`config.mk`:
```
export PLATFORM = sky130hd
export DESIGN_NAME = core_sequencer
export DESIGN_NICKNAME = d
export VERILOG_FILES = /design/src/rtl/core_pkg.sv /design/src/rtl/core_sequencer_pc_next.sv /design/src/rtl/core_sequencer.sv
export SDC_FILE = /design/constraint.sdc
export NUM_CORES = 1
export LEC_CHECK = 0
export CELL_PAD_IN_SITES_DETAIL_PLACEMENT = 1
export CELL_PAD_IN_SITES_GLOBAL_PLACEMENT = 2
export CORE_MARGIN = 5
export CORE_UTILIZATION = 32
export CTS_BUF_LIST = sky130_fd_sc_hd__clkbuf_2
export DETAILED_ROUTE_END_ITERATION = 12
export PLACE_DENSITY = 0.86
export SLEW_MARGIN = 10
export SYNTH_ARGS = -nofsm -noshare
export SYNTH_HDL_FRONTEND = slang
export SYNTH_HIERARCHICAL = 1
export SYNTH_SLANG_ARGS = --single-unit
export TNS_END_PERCENT = 50
```
`constraint.sdc`:
```
create_clock -name clk -period 6.28 [get_ports clk]
set_input_delay 1.884 -clock clk [delete_from_list [all_inputs] [get_ports clk]]
set_output_delay 1.884 -clock clk [all_outputs]
set_load 0.01 [all_outputs]
```
`src/rtl/core_pkg.sv`:
```
// core_pkg: shared sequencer state encoding and reset defaults for the RV32 core.
package core_pkg;
  typedef enum logic [2:0] {
    FETCH,
    DECODE,
    EXECUTE,
    WRITEBACK,
    HALT,
    TRAP
  } state_t;
  localparam logic [31:0] DEF_RESET_PC = 32'h0000_0000;
  localparam logic [31:0] DEF_NOP_INST = 32'h0000_0013;
  localparam logic [31:0] INST_BYTES   = 32'd4;
endpackage

```
`src/rtl/core_sequencer_pc_next.sv`:
```
// pc_next: sequential and jump-target PC, with misaligned-target detection.
module pc_next
  import core_pkg::*;
(
  input  logic [31:0] pc,
  input  logic [31:0] imm,
  input  logic        is_jump,
  output logic [31:0] pc4,
  output logic [31:0] target,
  output logic [31:0] next_pc,
  output logic        misaligned
);
  assign pc4        = pc + INST_BYTES;
  assign target     = pc + imm;
  assign misaligned = is_jump && (target[1:0] != 2'b00);
  assign next_pc    = is_jump ? target : pc4;
endmodule

```
`src/rtl/core_sequencer.sv`:
```
// core_sequencer: multi-cycle fetch/decode/execute/writeback control for the RV32 core.
// Owns pc, the instruction register and instret; raises a sticky trap on misaligned jumps.
module core_sequencer
  import core_pkg::*;
#(
  parameter logic [31:0] RESET_PC = DEF_RESET_PC,
  parameter logic [31:0] NOP_INST = DEF_NOP_INST
) (
  input  logic        clk,
  input  logic        rst,
  output logic        imem_req,
  output logic [31:0] imem_addr,
  input  logic        imem_ack,
  input  logic [31:0] imem_rdata,
  output logic [31:0] inst_encoding,
  input  logic        dec_we,
  input  logic        dec_is_jump,
  input  logic [31:0] dec_imm,
  output logic        alu_en,
  output logic        rf_we,
  output logic        wb_sel_pc4,
  output logic [31:0] pc,
  input  logic        halt_req,
  output logic        halted,
  output logic        trap,
  output logic [31:0] instret
);
  state_t      state, state_next;
  logic [31:0] ir;
  logic [31:0] next_pc;
  logic        misaligned;

  pc_next u_pc_next (
    .pc        (pc),
    .imm       (dec_imm),
    .is_jump   (dec_is_jump),
    .pc4       (),
    .target    (),
    .next_pc   (next_pc),
    .misaligned(misaligned)
  );

  always_ff @(posedge clk or posedge rst)
    if (rst) state <= FETCH;
    else     state <= state_next;

  always_comb begin
    state_next = state;
    unique case (state)
      FETCH:     state_next = imem_ack ? DECODE : FETCH;
      DECODE:    state_next = EXECUTE;
      EXECUTE:   state_next = WRITEBACK;
      WRITEBACK: state_next = misaligned ? TRAP : halt_req ? HALT : FETCH;
      HALT:      state_next = halt_req ? HALT : FETCH;
      default:   state_next = TRAP;
    endcase
  end

  // Writeback strobes are registered at the end of EXECUTE so no input reaches an output.
  always_ff @(posedge clk or posedge rst) begin
    if (rst) begin
      pc         <= RESET_PC;
      ir         <= NOP_INST;
      instret    <= 32'd0;
      trap       <= 1'b0;
      rf_we      <= 1'b0;
      wb_sel_pc4 <= 1'b0;
    end else begin
      if (state == FETCH && imem_ack) ir <= imem_rdata;
      rf_we      <= (state == EXECUTE) && dec_we && !misaligned;
      wb_sel_pc4 <= (state == EXECUTE) && dec_is_jump && !misaligned;
      if (state == WRITEBACK && misaligned) trap <= 1'b1;
      if (state == WRITEBACK && !misaligned) begin
        pc      <= next_pc;
        instret <= instret + 32'd1;
      end
    end
  end

  assign imem_req      = (state == FETCH) && !rst;
  assign imem_addr     = pc;
  assign inst_encoding = ir;
  assign alu_en        = state == EXECUTE;
  assign halted        = state == HALT;
endmodule

```
==> results of run 1 <==
==> path summary, 6_finish.rpt <==
check,start,to,slack (ps),depth (start not counted)
min in group asynchronous,rst,instret[18],1820,2
max in group asynchronous,rst,imem_addr[16],3450,3
max reg2reg,imem_addr[0],imem_addr[28],3090,11
min,instret[26],instret[26],520,1
min reg2reg,instret[26],instret[26],520,1
max,rst,imem_req,1240,3
==> registers in the layout, summed over array words and instances (netlist names) <==
| signal | flops |
|---|---|
| state | 3 |
| trap | 1 |
| inst_encoding | 32 |
| imem_addr | 32 |
| instret | 32 |
| rf_we | 1 |
| wb_sel_pc4 | 1 |
==> power breakdown <==
| group | internal, mW | switching [mW] |
|---|---|---|
| registers | 0.896 | 0.347 |
| logic | 1.37 | 1.14 |
| clock network | 0.0648 | 0.264 |
==> layout make-up <==
type / count / area (um^2) / area share
Clock inverter: 7 / 68.82 / 0.007575
Inverter: 15 / 58.81 / 0.006473
Clock buffer: 9 / 45.04 / 0.004958
Multi-Input combinational cell: 528 / 3940 / 0.4337
Sequential cell: 102 / 2556 / 0.2814
Tap cell: 275 / 344.1 / 0.03787
Antenna cell: 1 / 2.502 / 0.0002754
Timing Repair Buffer: 208 / 2069 / 0.2278
==> worst reg2reg max path, cell delays in order, from the launching register on <==
cell	delay, ps
dfrtp_1	500
ha_1	250
fa_1	410
a21oi_1	240
nor2_1	90
o2111ai_1	270
a21oi_2	170
o21ai_0	350
o211ai_1	170
xor2_1	160
mux2_2	260
mux2_2	260
==> per-layer routing <==
metal	wire length, um	GRT usage
met1	9457	0.2264
met2	10360	0.2880
met3	936	0.03180
met4	255	0.04008
met5	0	0
==> per-stage QoR <==
| stage | instances | worst slack [ps] |
|---|---|---|
| final | 1145 | 1239 |
| after global routing | 1145 | 1148 |
| after CTS | 1144 | 1214 |
| after detailed placement | 1128 | 1237 |
| after global placement | 1128 | 1263 |
| after floorplan | 701 | 1725 |
==> qor.yml, run 1 <==
detailed_routing:
  dr.pass1.iters: 4
  wire_per_inst_um: 18.35
  post-route-drc-count: 0
  wirelength_um: 21010
  drtAntennaViolNets: 0
  routed_via_density: 5.070
  vias: 5805
  drt_iter0_markers: 178
floorplanning:
  core_area_um2: 21150
  die-area_um2: 24610
  die_h_um: 156.9
  ios: 204
  die_w_um: 156.9
  rows: 53
  initial_utilization: 0.3263
grt:
  grt_use_total: 0.1704
  grt_pass1_wl_um: 33730
  grt_pass1_vias: 6116
  gr-total-overflow: 0
  antenna_found_initial: 1
  grt_max_degree: 75
placement:
  gp_congestion: 0.7908
  hpwl_um: 15950
  placed_area_um2: 8969
  portBuffers: 203
synth:
  syn-num-nets: 805
  synth_area_um2: 6903
  yosysWarnings: 6
  synth_area_per_cell_um2: 9.847
  syn_inst: 701
cts:
  root_buffer: "clkbuf_2"
  htreeDepth: 3
  clk_latency_ps: 620
  clock-sinks: 102
  cts.path.max_buffers: 2
  holdBufCountCts: 0
  cts_inserted_buffers: 9
  cts.clk_slew.worst_paths_ps: 340
  cts_setup_buffers: 0
  cts_resized: 0
  tritoncts: "yes"
power:
  leakage_nw: 3.733
  power_density_nw_per_um2: 448.5
  fin_total_pwr_mw: 4.074
  max-vdd-ir-drop_mv: 0.2164
sta:
  slew_violations: 0
  period_minus_slack_ps: 5041
  tns_ps: 0
  fin_crit_sh: 0.8028
  fmax_ghz: 0.1984
  final-setup-viol-count: 0
  hold_viol: 0
  skew_ps: 57.46
  hold_slack_ps: 517.7
  rsz0062_at_grt: "no"
  worst_pin_slew_ps: 927.7
  relSlewSlack: 0.3815
finish:
  drive_above_1_share: 0.1461
  utilization: 0.4295
  syn_to_final_growth_pct: 31.61
  fillCellCount: 2416
  nNetsFinal: 968
  mostFrequentLayoutCell: "clkdlybuf4s50_1"
  mostFrequentLayoutCells: "203 x clkdlybuf4s50_1, 99 x dfrtp_1, 84 x mux2_2"
  final_area_um2: 9085
worst_setup_path:
  cp_max_fo: 2
  start_kind: "input pin"
  slowest_delay_ps: 590
  cp_top_family: "buffers and inverters"
  path_class: "in2out"
  cp_common_cell: "clkdlybuf4s50_1"
  critPathCaptureType: "output pin"
  arrival_ps: 3160
  worstPathCellList: "clkdlybuf4s50_1 > nor4_1 > clkdlybuf4s50_1"
  required_ps: 4400
  cpMaxStageDelayCell: "clkdlybuf4s50_1"
  critPathBufInv: 2
job:
  max_cap_violations: 0
status:
  outcome: "finished, final reports clean"
hold_path:
  hold_path.class: "reg2reg"
Power figures use the tool's default switching activity.
==> inputs of run 2 (changes only) <==
--- a/config.mk
+++ b/config.mk
@@ -8,10 +8,10 @@
 export CELL_PAD_IN_SITES_DETAIL_PLACEMENT = 1
 export CELL_PAD_IN_SITES_GLOBAL_PLACEMENT = 2
 export CORE_MARGIN = 5
-export CORE_UTILIZATION = 32
+export CORE_UTILIZATION = 27
 export CTS_BUF_LIST = sky130_fd_sc_hd__clkbuf_2
 export DETAILED_ROUTE_END_ITERATION = 12
-export PLACE_DENSITY = 0.86
+export PLACE_DENSITY = 0.77
 export SLEW_MARGIN = 10
 export SYNTH_ARGS = -nofsm -noshare
 export SYNTH_HDL_FRONTEND = slang
==> constraint.sdc (replaced) <==
create_clock -name clk -period 4.4 [get_ports clk]
set_input_delay 1.32 -clock clk [delete_from_list [all_inputs] [get_ports clk]]
set_output_delay 1.32 -clock clk [all_outputs]
set_load 0.01 [all_outputs]
==> run 2 against run 1 <==
Net effect:
- global-route usage decreased by 1.9 points
- largest cell class unchanged
- total power increased by 44%
- clock power increased by 46%
- hold slack got worse by 16 ps
- combinational power increased by 45%
- sequential cell count unchanged
- sequential power increased by 43%
- critical endpoint unchanged
==> qor.yml, run 2 (synthesis results as in run 1) <==
status:
  outcome: "finished, final reports clean"
worst_setup_path:
  r2r_cells: 11  # unchanged
  path_class: "in2out"
  cp_max_fo: 2  # unchanged
  crit_end: "imem_req"
  worstPathCellList: "clkdlybuf4s50_1 > nor4_1 > clkdlybuf4s50_1"
  cp_top_family: "buffers and inverters"
  arrival_ps: 2580  # -580 ps
  crit_start: "rst"
  slowest_delay_ps: 600  # about the same
  r2r_setup_slack_ps: 1250  # -1840 ps
  r2r_start: "imem_addr[0]"
  required_ps: 3080  # -1320 ps
  cpMaxStageDelayCell: "clkdlybuf4s50_1"
  critPathCaptureType: "output pin"
  worstReg2RegEnd: "imem_addr[28]"
  crit_cells: 3  # unchanged
  critPathBufInv: 2  # unchanged
  start_kind: "input pin"
  cp_common_cell: "clkdlybuf4s50_1"
cts:
  clock-sinks: 102  # unchanged
  cts.clk_slew.worst_paths_ps: 330  # about the same
  cts_resized: 0  # unchanged
  cts.path.max_buffers: 2  # unchanged
  htreeDepth: 3  # unchanged
  cts_setup_buffers: 0  # unchanged
  cts_inserted_buffers: 9  # unchanged
  tritoncts: "yes"
  root_buffer: "clkbuf_2"
  holdBufCountCts: 0  # unchanged
  clk_latency_ps: 620  # about the same
placement:
  portBuffers: 203  # unchanged
  gp_congestion: 0.7983  # +0.95%
  dp_slack_ps: 13.20  # -1224 ps
  hpwl_um: 16810  # +5.4%
floorplanning:
  die_h_um: 169.9  # +8.3%
  die_w_um: 169.9  # +8.3%
  ios: 204  # unchanged
  die-area_um2: 28860  # +17%
  initial_utilization: 0.2741  # -0.05219
  rows: 58  # +9.4%
  core_area_um2: 25180  # +19%
finish:
  mostFrequentLayoutCell: "clkdlybuf4s50_1"
  mostFrequentLayoutCells: "203 x clkdlybuf4s50_1, 99 x dfrtp_1, 84 x mux2_2"
  nNetsFinal: 977  # +0.93%
  utilization: 0.3666  # -0.06288
  drive_above_1_share: 0.1560  # +0.009891
  fillCellCount: 2883  # +19%
  syn_to_final_growth_pct: 33.73
grt:
  antenna_found_initial: 2  # +1
  gr-total-overflow: 0  # unchanged
  grt_max_degree: 64  # -15%
  grt_pass1_wl_um: 35390  # +4.9%
  grt_pass1_vias: 6197  # +1.3%
  grt_use_total: 0.1514  # -0.01895
sta:
  setup_slack_ps: 500.6  # -738.0 ps
  hold_viol: 0  # unchanged
  relSlewSlack: 0.6038  # +0.2223
  rsz0062_at_grt: "no"
  slew_violations: 0  # unchanged
  fin_crit_sh: 0.8862
  worst_pin_slew_ps: 594.2  # -333.5 ps
  tns_ps: 0  # unchanged
  final-setup-viol-count: 0  # unchanged
  skew_ps: 36.19  # -21.28 ps
  period_minus_slack_ps: 3899
  fmax_ghz: 0.2564
detailed_routing:
  drtAntennaViolNets: 0  # unchanged
  wirelength_um: 22040  # +4.9%
  post-route-drc-count: 0  # unchanged
  dr.pass1.iters: 4  # unchanged
  wire_per_inst_um: 18.21  # -0.74%
  vias: 5831  # +0.45%
  routed_via_density: 4.819  # -4.9%
  drt_iter0_markers: 218  # +22%
hold_path:
  hold_path.class: "reg2reg"
job:
  max_cap_violations: 0  # unchanged
power:
  leakage_nw: 3.782  # +1.3%
  power_density_nw_per_um2: 636.9  # +42%
  max-vdd-ir-drop_mv: 0.2912  # +35%
run 2: cell count changes in the layout (fill, tap and decap cells not counted):
cell | previous run | this run
buf_12 | 0 | 1
buf_4 | 5 | 13
clkinv_1 | 1 | 0
clkinv_2 | 0 | 1
clkinv_4 | 2 | 0
clkinv_8 | 1 | 0
clkinvlp_4 | 0 | 1
diode_2 | 1 | 2
inv_6 | 1 | 2
inv_8 | 2 | 3
run 2: power by group:
part / internal [mW] / total, mW / switching [mW]
Combinational: 1.99 / 3.63 / 1.64
Sequential: 1.28 / 1.77 / 0.492
Clock: 0.0923 / 0.481 / 0.388
Total: 3.36 / 5.88 / 2.52
run 2: final cells by class:
class,count,area [um^2],share of cell area
Clock inverter,7,63.81,0.006912
Tap cell,330,412.9,0.04473
Clock buffer,9,45.04,0.004879
Multi-Input combinational cell,528,3940,0.4268
Inverter,15,58.81,0.006370
Timing Repair Buffer,217,2150,0.2329
Antenna cell,2,5.005,0.0005422
Sequential cell,102,2556,0.2769
run 2: through the flow:
stage                     cell area [um^2]  power (mW)  hold WS, ps  std cells
after CTS                             9226       5.985        506.4       1208
final                                 9231       5.880        501.9       1210
after global routing                  9231       6.364        512.0       1210
after detailed placement              9117       5.468        460.6       1192
after floorplan                       6903       4.004        503.2        701
after global placement                9117       5.412        458.3       1192
run 2: metal layers:
metal	vias up	global-route usage	wire (um)
met2	99	0.2543	10730
li1	2794	-	-
met3	18	0.02509	735
met1	2920	0.2030	10250
met4	0	0.04028	318
met5	-	0	0
run 2: worst register-to-register path, cell delays in order (launching register included):
cell,delay [ps]
dfrtp_1,500
ha_1,250
fa_1,420
a21oi_1,220
nor2_1,100
o2111ai_1,250
a21oi_2,160
o21ai_0,330
o211ai_1,180
xor2_1,160
mux2_2,260
mux2_2,260
run 2: worst min path at each step:
stage | from | endpoint | slack (ps) | cells after the start
global placement | trap | trap | 460 | 1
CTS | instret[31] | instret[31] | 510 | 1
floorplan | trap | trap | 500 | 1
detailed placement | trap | trap | 460 | 1
finish | instret[31] | instret[31] | 500 | 1
global route | instret[31] | instret[31] | 510 | 1
